$ cat src/rtl/onehot_demux_pkg.sv
// Shared constants and one-hot helpers for the onehot_demux stream demultiplexer.
// Helpers operate on a MaxOut-wide vector; callers zero-extend and truncate.
package onehot_demux_pkg;

  localparam int unsigned DefNumOut = 4;
  localparam int unsigned DefDataW  = 8;
  localparam int unsigned DefCntW   = 8;
  localparam int unsigned MaxOut    = 32;

  // Two's-complement trick: keeps only the lowest set bit.
  function automatic logic [MaxOut-1:0] lowest_onehot(input logic [MaxOut-1:0] vec);
    return vec & (~vec + MaxOut'(1));
  endfunction

  // Clearing the lowest set bit leaves something only if two or more were set.
  function automatic logic is_multi_hot(input logic [MaxOut-1:0] vec);
    return |(vec & (vec - MaxOut'(1)));
  endfunction

endpackage

$ cat src/rtl/onehot_prio.sv
// Combinational lowest-index priority resolver for the demux select.
// NUM_OUT must lie in 2..MaxOut.
module onehot_prio
  import onehot_demux_pkg::*;
#(
  parameter int unsigned NUM_OUT = DefNumOut
) (
  input  logic [NUM_OUT-1:0] sel,
  output logic [NUM_OUT-1:0] dest,
  output logic               multi,
  output logic               none
);

  assign dest  = NUM_OUT'(lowest_onehot(MaxOut'(sel)));
  assign multi = is_multi_hot(MaxOut'(sel));
  assign none  = ~|sel;

endmodule

$ cat src/rtl/onehot_demux.sv
// Registered 1-to-NUM_OUT demultiplexer with a single-entry output register.
// Define DEMUX_DROP_CNT_EN to build the saturating zero-select drop counter.
module onehot_demux
  import onehot_demux_pkg::*;
#(
  parameter int unsigned NUM_OUT = DefNumOut,
  parameter int unsigned DATA_W  = DefDataW,
  parameter int unsigned CNT_W   = DefCntW
) (
  input  logic               clk,
  input  logic               reset,
  input  logic               in_valid_i,
  output logic               in_ready_o,
  input  logic [DATA_W-1:0]  in_data_i,
  input  logic [NUM_OUT-1:0] sel_i,
  output logic [NUM_OUT-1:0] out_valid_o,
  input  logic [NUM_OUT-1:0] out_ready_i,
  output logic [DATA_W-1:0]  out_data_o,
  output logic               multi_hot_o,
  output logic [CNT_W-1:0]   drop_cnt_o
);

  logic               valid_q, valid_d;
  logic [NUM_OUT-1:0] dest_q, dest_d;
  logic [DATA_W-1:0]  data_q, data_d;
  logic               multi_q, multi_d;

  logic [NUM_OUT-1:0] dest;
  logic               multi;
  logic               none;
  logic               drain;
  logic               accept;

  onehot_prio #(
    .NUM_OUT (NUM_OUT)
  ) u_prio (
    .sel   (sel_i),
    .dest  (dest),
    .multi (multi),
    .none  (none)
  );

  // Only the destination lane's ready matters; other lanes never stall a beat.
  assign drain      = valid_q & |(dest_q & out_ready_i);
  assign in_ready_o = ~valid_q | drain;
  assign accept     = in_valid_i & in_ready_o;

  always_comb begin
    valid_d = valid_q;
    dest_d  = dest_q;
    data_d  = data_q;
    multi_d = accept & multi;
    if (accept && !none) begin
      valid_d = 1'b1;
      dest_d  = dest;
      data_d  = in_data_i;
    end else if (drain) begin
      valid_d = 1'b0;
    end
  end

  always_ff @(posedge clk) begin
    if (reset) begin
      valid_q <= 1'b0;
      dest_q  <= '0;
      data_q  <= '0;
      multi_q <= 1'b0;
    end else begin
      valid_q <= valid_d;
      dest_q  <= dest_d;
      data_q  <= data_d;
      multi_q <= multi_d;
    end
  end

  assign out_valid_o = valid_q ? dest_q : '0;
  assign out_data_o  = data_q;
  assign multi_hot_o = multi_q;

`ifdef DEMUX_DROP_CNT_EN
  logic [CNT_W-1:0] drop_cnt_q, drop_cnt_d;

  always_comb begin
    drop_cnt_d = drop_cnt_q;
    if (accept && none && (drop_cnt_q != {CNT_W{1'b1}})) begin
      drop_cnt_d = drop_cnt_q + CNT_W'(1);
    end
  end

  always_ff @(posedge clk) begin
    if (reset) begin
      drop_cnt_q <= '0;
    end else begin
      drop_cnt_q <= drop_cnt_d;
    end
  end

  assign drop_cnt_o = drop_cnt_q;
`else
  assign drop_cnt_o = '0;
`endif

endmodule

$ cat config.mk
export PLATFORM = sky130hd
export DESIGN_NAME = onehot_demux
export DESIGN_NICKNAME = d
export VERILOG_FILES = /design/src/rtl/onehot_demux_pkg.sv /design/src/rtl/onehot_prio.sv /design/src/rtl/onehot_demux.sv
export SDC_FILE = /design/constraint.sdc
export NUM_CORES = 1
export LEC_CHECK = 0
export ABC_AREA = 1
export ABC_CLOCK_PERIOD_IN_PS = 1200
export CELL_PAD_IN_SITES_DETAIL_PLACEMENT = 0
export CELL_PAD_IN_SITES_GLOBAL_PLACEMENT = 1
export CORE_MARGIN = 1.5
export CORE_UTILIZATION = 25
export DETAILED_ROUTE_END_ITERATION = 7
export PLACE_DENSITY = 0.81
export SYNTH_ARGS = -nofsm -noshare
export SYNTH_HDL_FRONTEND = slang
export SYNTH_SLANG_ARGS = --single-unit
export TNS_END_PERCENT = 100
$ cat constraint.sdc
create_clock -name clk -period 1.2 [get_ports clk]
set_input_delay 0.12 -clock clk [delete_from_list [all_inputs] [get_ports clk]]
set_output_delay 0.12 -clock clk [all_outputs]
set_load 0.02 [all_outputs]
==> flow_metrics.tcl, run 1 <==
set metrics [dict create \
    r2r_start "dest_q[3]" \
    min_period_ns 1.190 \
    finalMaxSlewViolations 0 \
    n_antenna_cell 0 \
    dp_hpwl_um 1342 \
    row_count 20 \
    netlist_instances 124 \
    drc 0 \
    coreArea_mm2 0.003028 \
    die_h_um 59.11 \
    reg2reg_slack_ns 0.01 \
    critPathLaunch "dest_q[3]" \
    avgSynthCellArea_um2 6.347 \
    cap_violations 0 \
    finalSetupViolCount 0 \
    layout-drive-gt1-share_pct 27.17 \
    antenna_found_initial 0 \
    grt_max_degree 9 \
    via_per_inst 3.959 \
    htree_levels 1 \
    worstPathCellList "nand2_1 -> nand2_1 -> nor2_2 -> nand2_4 -> buf_8 -> buf_6 -> nand2_4 -> buf_6 -> nor2_2" \
    grt_pass1_wl_um 3394 \
    grt_use_total_pct 13.03 \
    final_net_count 193 \
    clkLatencyLatePin_ns 0.28 \
    slowest_stage "dfxtp_2" \
    p_leak_uw 0.0007263 \
    yosysSeqAreaShare_pct 35.61 \
    ant_nets 0 \
    wire_per_inst_um 9.618 \
    die_x_um 59.11 \
    synthArstFlopShare_pct 0 \
    first_iter_violations 12 \
    clock.fmax_mhz 840.2 \
    ys.flop_type "dfxtp_1" \
    endpoint_kind "flip-flop" \
    final_util_pct 43.76 \
    power.density_mw_per_mm2 1007 \
    cts.clk_slew.worst_paths_ns 0.09 \
    netlist_top_cells_area "dfxtp_1 36%, nand2_1 18%, inv_1 11%" \
    min_from "reset" \
    grt.overflow.total 0 \
    cp_max_fo 5 \
    dr.pass1.iters 4 \
    synth_area_leader_cell "dfxtp_1" \
    hp-class "in -> reg" \
    cp.arrival_ns 1.38 \
    io_pins 41 \
    synth_cell_type_count 18 \
    finalWeightedCongestion 0.6922 \
    wirelength_um 2087 \
    io_buffers 32 \
    yosysWarnings 0 \
    numCtsBuffers 3 \
    critical_path_class "reg -> reg" \
    cts_buffer_depth 2 \
    netlist_area_um2 787.0 \
    status "complete, no violations" \
    stdcell_count 217 \
    grt_pass1_vias 774 \
    clock-skew-final_ns 0.001929 \
    cts.sinks 14 \
    routed-via-count 859 \
    ys_ff_latch 14 \
    post-route-period-util_pct 99.19 \
    critPathMaxStageDelay_ns 0.33 \
    dpl.cell_count 209 \
    ys_top_cells_by_count "38 x nand2_1, 23 x inv_1, 22 x nor2_1, 14 x dfxtp_1, 8 x buf_4" \
    synth_edf_count 0 \
    hold_viol 0 \
    ir_worst_vdd_mv 0.7174 \
    critPathRequiredTime_ns 1.39 \
    cts-root-buf "clkbuf_4" \
    rsz0062_at_grt "true" \
    start_util_pct 25.99 \
    yosysMostFrequentCell "nand2_1" \
    die_area_mm2 0.003493 \
    start_kind "flip-flop" \
    area_growth_pct 68.36 \
    cts_tree "yes" \
    synth_top_area_share_pct 35.61 \
]
==> layout make-up <==
| type | count | area [um2] |
|---|---|---|
| Inverter | 25 | 93.84 |
| Fill cell | 324 | 1703 |
| Multi-Input combinational cell | 84 | 427.9 |
| Timing Repair Buffer | 46 | 425.4 |
| Clock buffer | 4 | 36.28 |
| Tap cell | 44 | 55.05 |
| Sequential cell | 14 | 286.5 |
==> cells by family after synthesis <==
family	count (synthesis)	synth area share, %
AO/OA/AOI/OAI	3	2.703
buffers and inverters	36	22.89
flip-flops	14	35.61
other	1	0.4765
AND/OR/NAND/NOR	70	38.32
==> layout by cell type, fill, tap and decap left out, drive strengths merged <==
cell	n
nor2	24
nand3	6
dlygate4sd2	9
nand2	42
inv	25
buf	19
conb	8
clkdlybuf4s50	18
a21oi	1
o211ai	1
dfxtp	14
o21ai	1
clkbuf	4
nand4	1
==> flip-flops by register name, summed over array words and instances, names as in the netlist <==
signal / flops
out_data_o: 8
dest_q: 4
multi_hot_o: 1
valid_q: 1
==> timing repair <==
| item | CTS | global route |
|---|---|---|
| setup buffers | 1 | 0 |
| pin swaps | 0 | 2 |
| gates resized for setup | 33 | 19 |
| setup endpoints to repair | 28 | 18 |
| gates cloned | 3 | 0 |
| hold buffers | 0 | 0 |
==> stage by stage <==
| step | hold WS [ns] | setup TNS [ns] | power [uW] | instance area (um2) | setup WS (ns) |
|---|---|---|---|---|---|
| CTS | 0.4020 | -0.2678 | 1324 | 1281 | -0.09102 |
| finish | 0.4115 | 0 | 1334 | 1325 | 0.009757 |
| detailed placement | 0.5048 | -3.989 | 951.0 | 1212 | -0.3158 |
| floorplan | 0.1824 | 0 | 777.6 | 813.3 | 0.09605 |
| global placement | 0.4985 | -3.341 | 940.7 | 1212 | -0.3003 |
| global route | 0.3876 | -0.9380 | 1430 | 1325 | -0.1349 |
==> worst paths after layout <==
path / endpoint / cells after the start
max: multi_hot_o / 9
min reg2reg: out_data_o[0] / 4
min: dest_q[2] / 2
max reg2reg: multi_hot_o / 9
==> power breakdown <==
| part | internal (uW) | switching (uW) | total [uW] |
|---|---|---|---|
| clock network | 185 | 165 | 349 |
| registers | 509 | 20.8 | 530 |
| logic | 207 | 248 | 455 |
==> layer usage <==
layer  share of wire, %  routed length (um)  track usage [%]
met4               0.38                   8            2.922
met3                6.2                 130            4.803
met5                  0                   0                0
met1                 41                 864            14.89
met2                 52                1084            23.02
==> critical path: cells and delay by family, from the launching register on <==
family                 cells  cell delay [ns]
AND/OR/NAND/NOR            6             0.40
buffers and inverters      3             0.36
flip-flops                 1             0.33
(Power assumes the default switching activity.)
==> inputs of run 2 (changes only) <==
- CORE_MARGIN: 1.5 -> not set
- MAX_ROUTING_LAYER: not set -> met4
==> run 2 against run 1 <==
Net effect:
- the run now ends with setup timing left
- clock-buffer cell count unchanged
- cell area up 1.3%
- maximum frequency down 1.6%
- total power up 0.27%
- combinational power up 2%
- routed wire length down 0.91%
- register-to-register slack about the same
- hold slack worse by 0.0025 ns
- clock skew down 0.00068 ns
- via count down 0.12%
- non-clock buffer count up 1
- largest cell class unchanged
- highest routed layer unchanged
==> flow_metrics.tcl, run 2 (synthesis gave the netlist of run 1 again) <==
set metrics [dict create \
    p_leak_uw 0.0007262 \
    ant_nets 0 \
    grt_use_total_pct 13.69 \
    pwr-share-comb_pct 34.6 \
    p_seq_share_pct 39.7 \
    reg2reg_slack_ns 0 \
    cts_buffer_depth 2 \
    area_growth_pct 70.59 \
    antenna_found_initial 0 \
    holdPathStages 2 \
    slowest_stage "dfxtp_2" \
    n_antenna_cell 0 \
    die_h_um 58.11 \
    start_util_pct 27.36 \
    critPathMaxStageDelay_ns 0.33 \
    drc 0 \
    endpoint_kind "output pin" \
    cp.arrival_ns 1.09 \
    post-route-period-util_pct 100.8 \
    dp_hpwl_um 1340 \
    cts-root-buf "clkbuf_4" \
    rsz0062_at_grt "true" \
    finalWorstSetupSlack_ns -0.009334 \
    p_int_uw 904.3 \
    ir_worst_vdd_mv 0.7307 \
    io_buffers 32 \
    wire_per_inst_um 9.574 \
    cap_violations 0 \
    start_kind "flip-flop" \
    finalSetupViolCount 1 \
    finalPower_uw 1338 \
    htree_levels 1 \
    coreArea_mm2 0.002877 \
    clkLatencyLatePin_ns 0.28 \
    layout_commonest_cell "nand2_1" \
    r2r_end "dest_q[3]" \
    layout_common_cells "29 x nand2_1, 23 x inv_1, 19 x nor2_1" \
    failed_checks "setup timing" \
    cts_tree "yes" \
    dpl.cell_count 207 \
    grt_pass1_vias 837 \
    first_iter_violations 30 \
    clock-skew-final_ns 0.001249 \
    finalMaxSlewViolations 0 \
    p_switching_uw 433.6 \
    cts_hold_buf 0 \
    die_area_mm2 0.003376 \
    r2r_start "dest_q[3]" \
    pwr-share-clk_pct 25.7 \
    numCtsBuffers 3 \
    crit_path_frequent_cell "nand2_1" \
    clock.fmax_mhz 826.9 \
    rr_worst_depth 10 \
    wirelength_um 2068 \
    via_per_inst 3.972 \
    power.density_mw_per_mm2 996.5 \
    dr.pass1.iters 3 \
    row_count 19 \
    routed-via-count 858 \
    die_x_um 58.11 \
    grt_max_degree 9 \
    grt_pass1_wl_um 3429 \
    hold_viol 0 \
    cts.sinks 14 \
    finalWeightedCongestion 0.7159 \
    cp_max_fo 2 \
    status "complete, but fails checks" \
    layout-drive-gt1-share_pct 32.18 \
    critPathLaunch "dest_q[3]" \
    crit_end "in_ready_o" \
    min_period_ns 1.209 \
    hp-class "in -> reg" \
    largest_reg_flops 8 \
    swShare_pct 32.41 \
    grt.overflow.total 0 \
    worstPathCellList "nand2_1 -> nand2_1 -> nor2_2 -> nand2_4 -> buf_2" \
    io_pins 41 \
    final_net_count 194 \
    cts.clk_slew.worst_paths_ns 0.09 \
    stdcell_count 216 \
    critical_path_class "reg -> out" \
    critPathRequiredTime_ns 1.08 \
]
## run 2: cell types whose count changed in the layout (fill, tap and decap cells not counted), sizes merged
cell    delta
clkbuf     +3
buf        -2
## run 2: cell type report
class	count	area (um2)
fillers	301	1534
multi-input cells	84	450.4
repair buffers	47	420.4
flip-flops and latches	14	289.0
inverters	25	93.84
well taps	42	52.55
clock buffers	4	36.28
## run 2: worst min path at each step
stage / slack (ns) / end / from
2_1_floorplan: 0.18 / dest_q[2] / reset
3_3_place_gp: 0.50 / out_data_o[3] / out_data_o[3]
3_5_place_dp: 0.51 / out_data_o[0] / out_data_o[0]
4_1_cts: 0.40 / out_data_o[3] / in_data_i[3]
5_1_grt: 0.40 / dest_q[2] / reset
6_report: 0.41 / dest_q[2] / reset
## run 2: metrics by stage
stage          worst slack (ns)  hold WS (ns)  setup TNS (ns)  util (%)  instance area (um2)
2_1_floorplan           0.09605        0.1824               0         -                813.3
3_3_place_gp            -0.3062        0.4988          -3.528     41.63                 1197
3_5_place_dp            -0.3222        0.5091          -4.062     41.63                 1197
4_1_cts                -0.07693        0.4002         -0.4801     45.89                 1320
5_1_grt                 -0.1005        0.3989         -0.6901     46.67                 1343
6_report              -0.009334        0.4090       -0.009334     46.67                 1343
## run 2: worst max-delay path: cells and delay by family, from the launching register on
kind | cells | cell delay [ns]
flip-flops | 1 | 0.33
AND/OR/NAND/NOR | 4 | 0.31
buffers and inverters | 1 | 0.16
## run 2: metal layers
metal | vias up | track usage [%] | routed length (um)
li1 | 445 | - | -
met1 | 386 | 14.77 | 909
met2 | 25 | 24.14 | 1033
met3 | 2 | 4.464 | 112
met4 | 0 | 3.401 | 13
met5 | - | - | 0
## run 2: timing repair
action                     in CTS  in global routing
setup endpoints to repair      28                 19
hold endpoints to repair        0                  0
pin swaps                       2                  7
gates cloned                    3                  0
resized for setup              36                 23
buffers inserted                2                  1
## run 2: power groups by stage
| stage | registers, uW | logic (uW) | clock network, uW |
|---|---|---|---|
| finish | 531 | 463 | 344 |
| global route | 536 | 512 | 382 |
| CTS | 532 | 442 | 357 |
| detailed placement | 542 | 402 | 0 |
| global placement | 541 | 394 | 0 |
| floorplan | 574 | 204 | 0 |
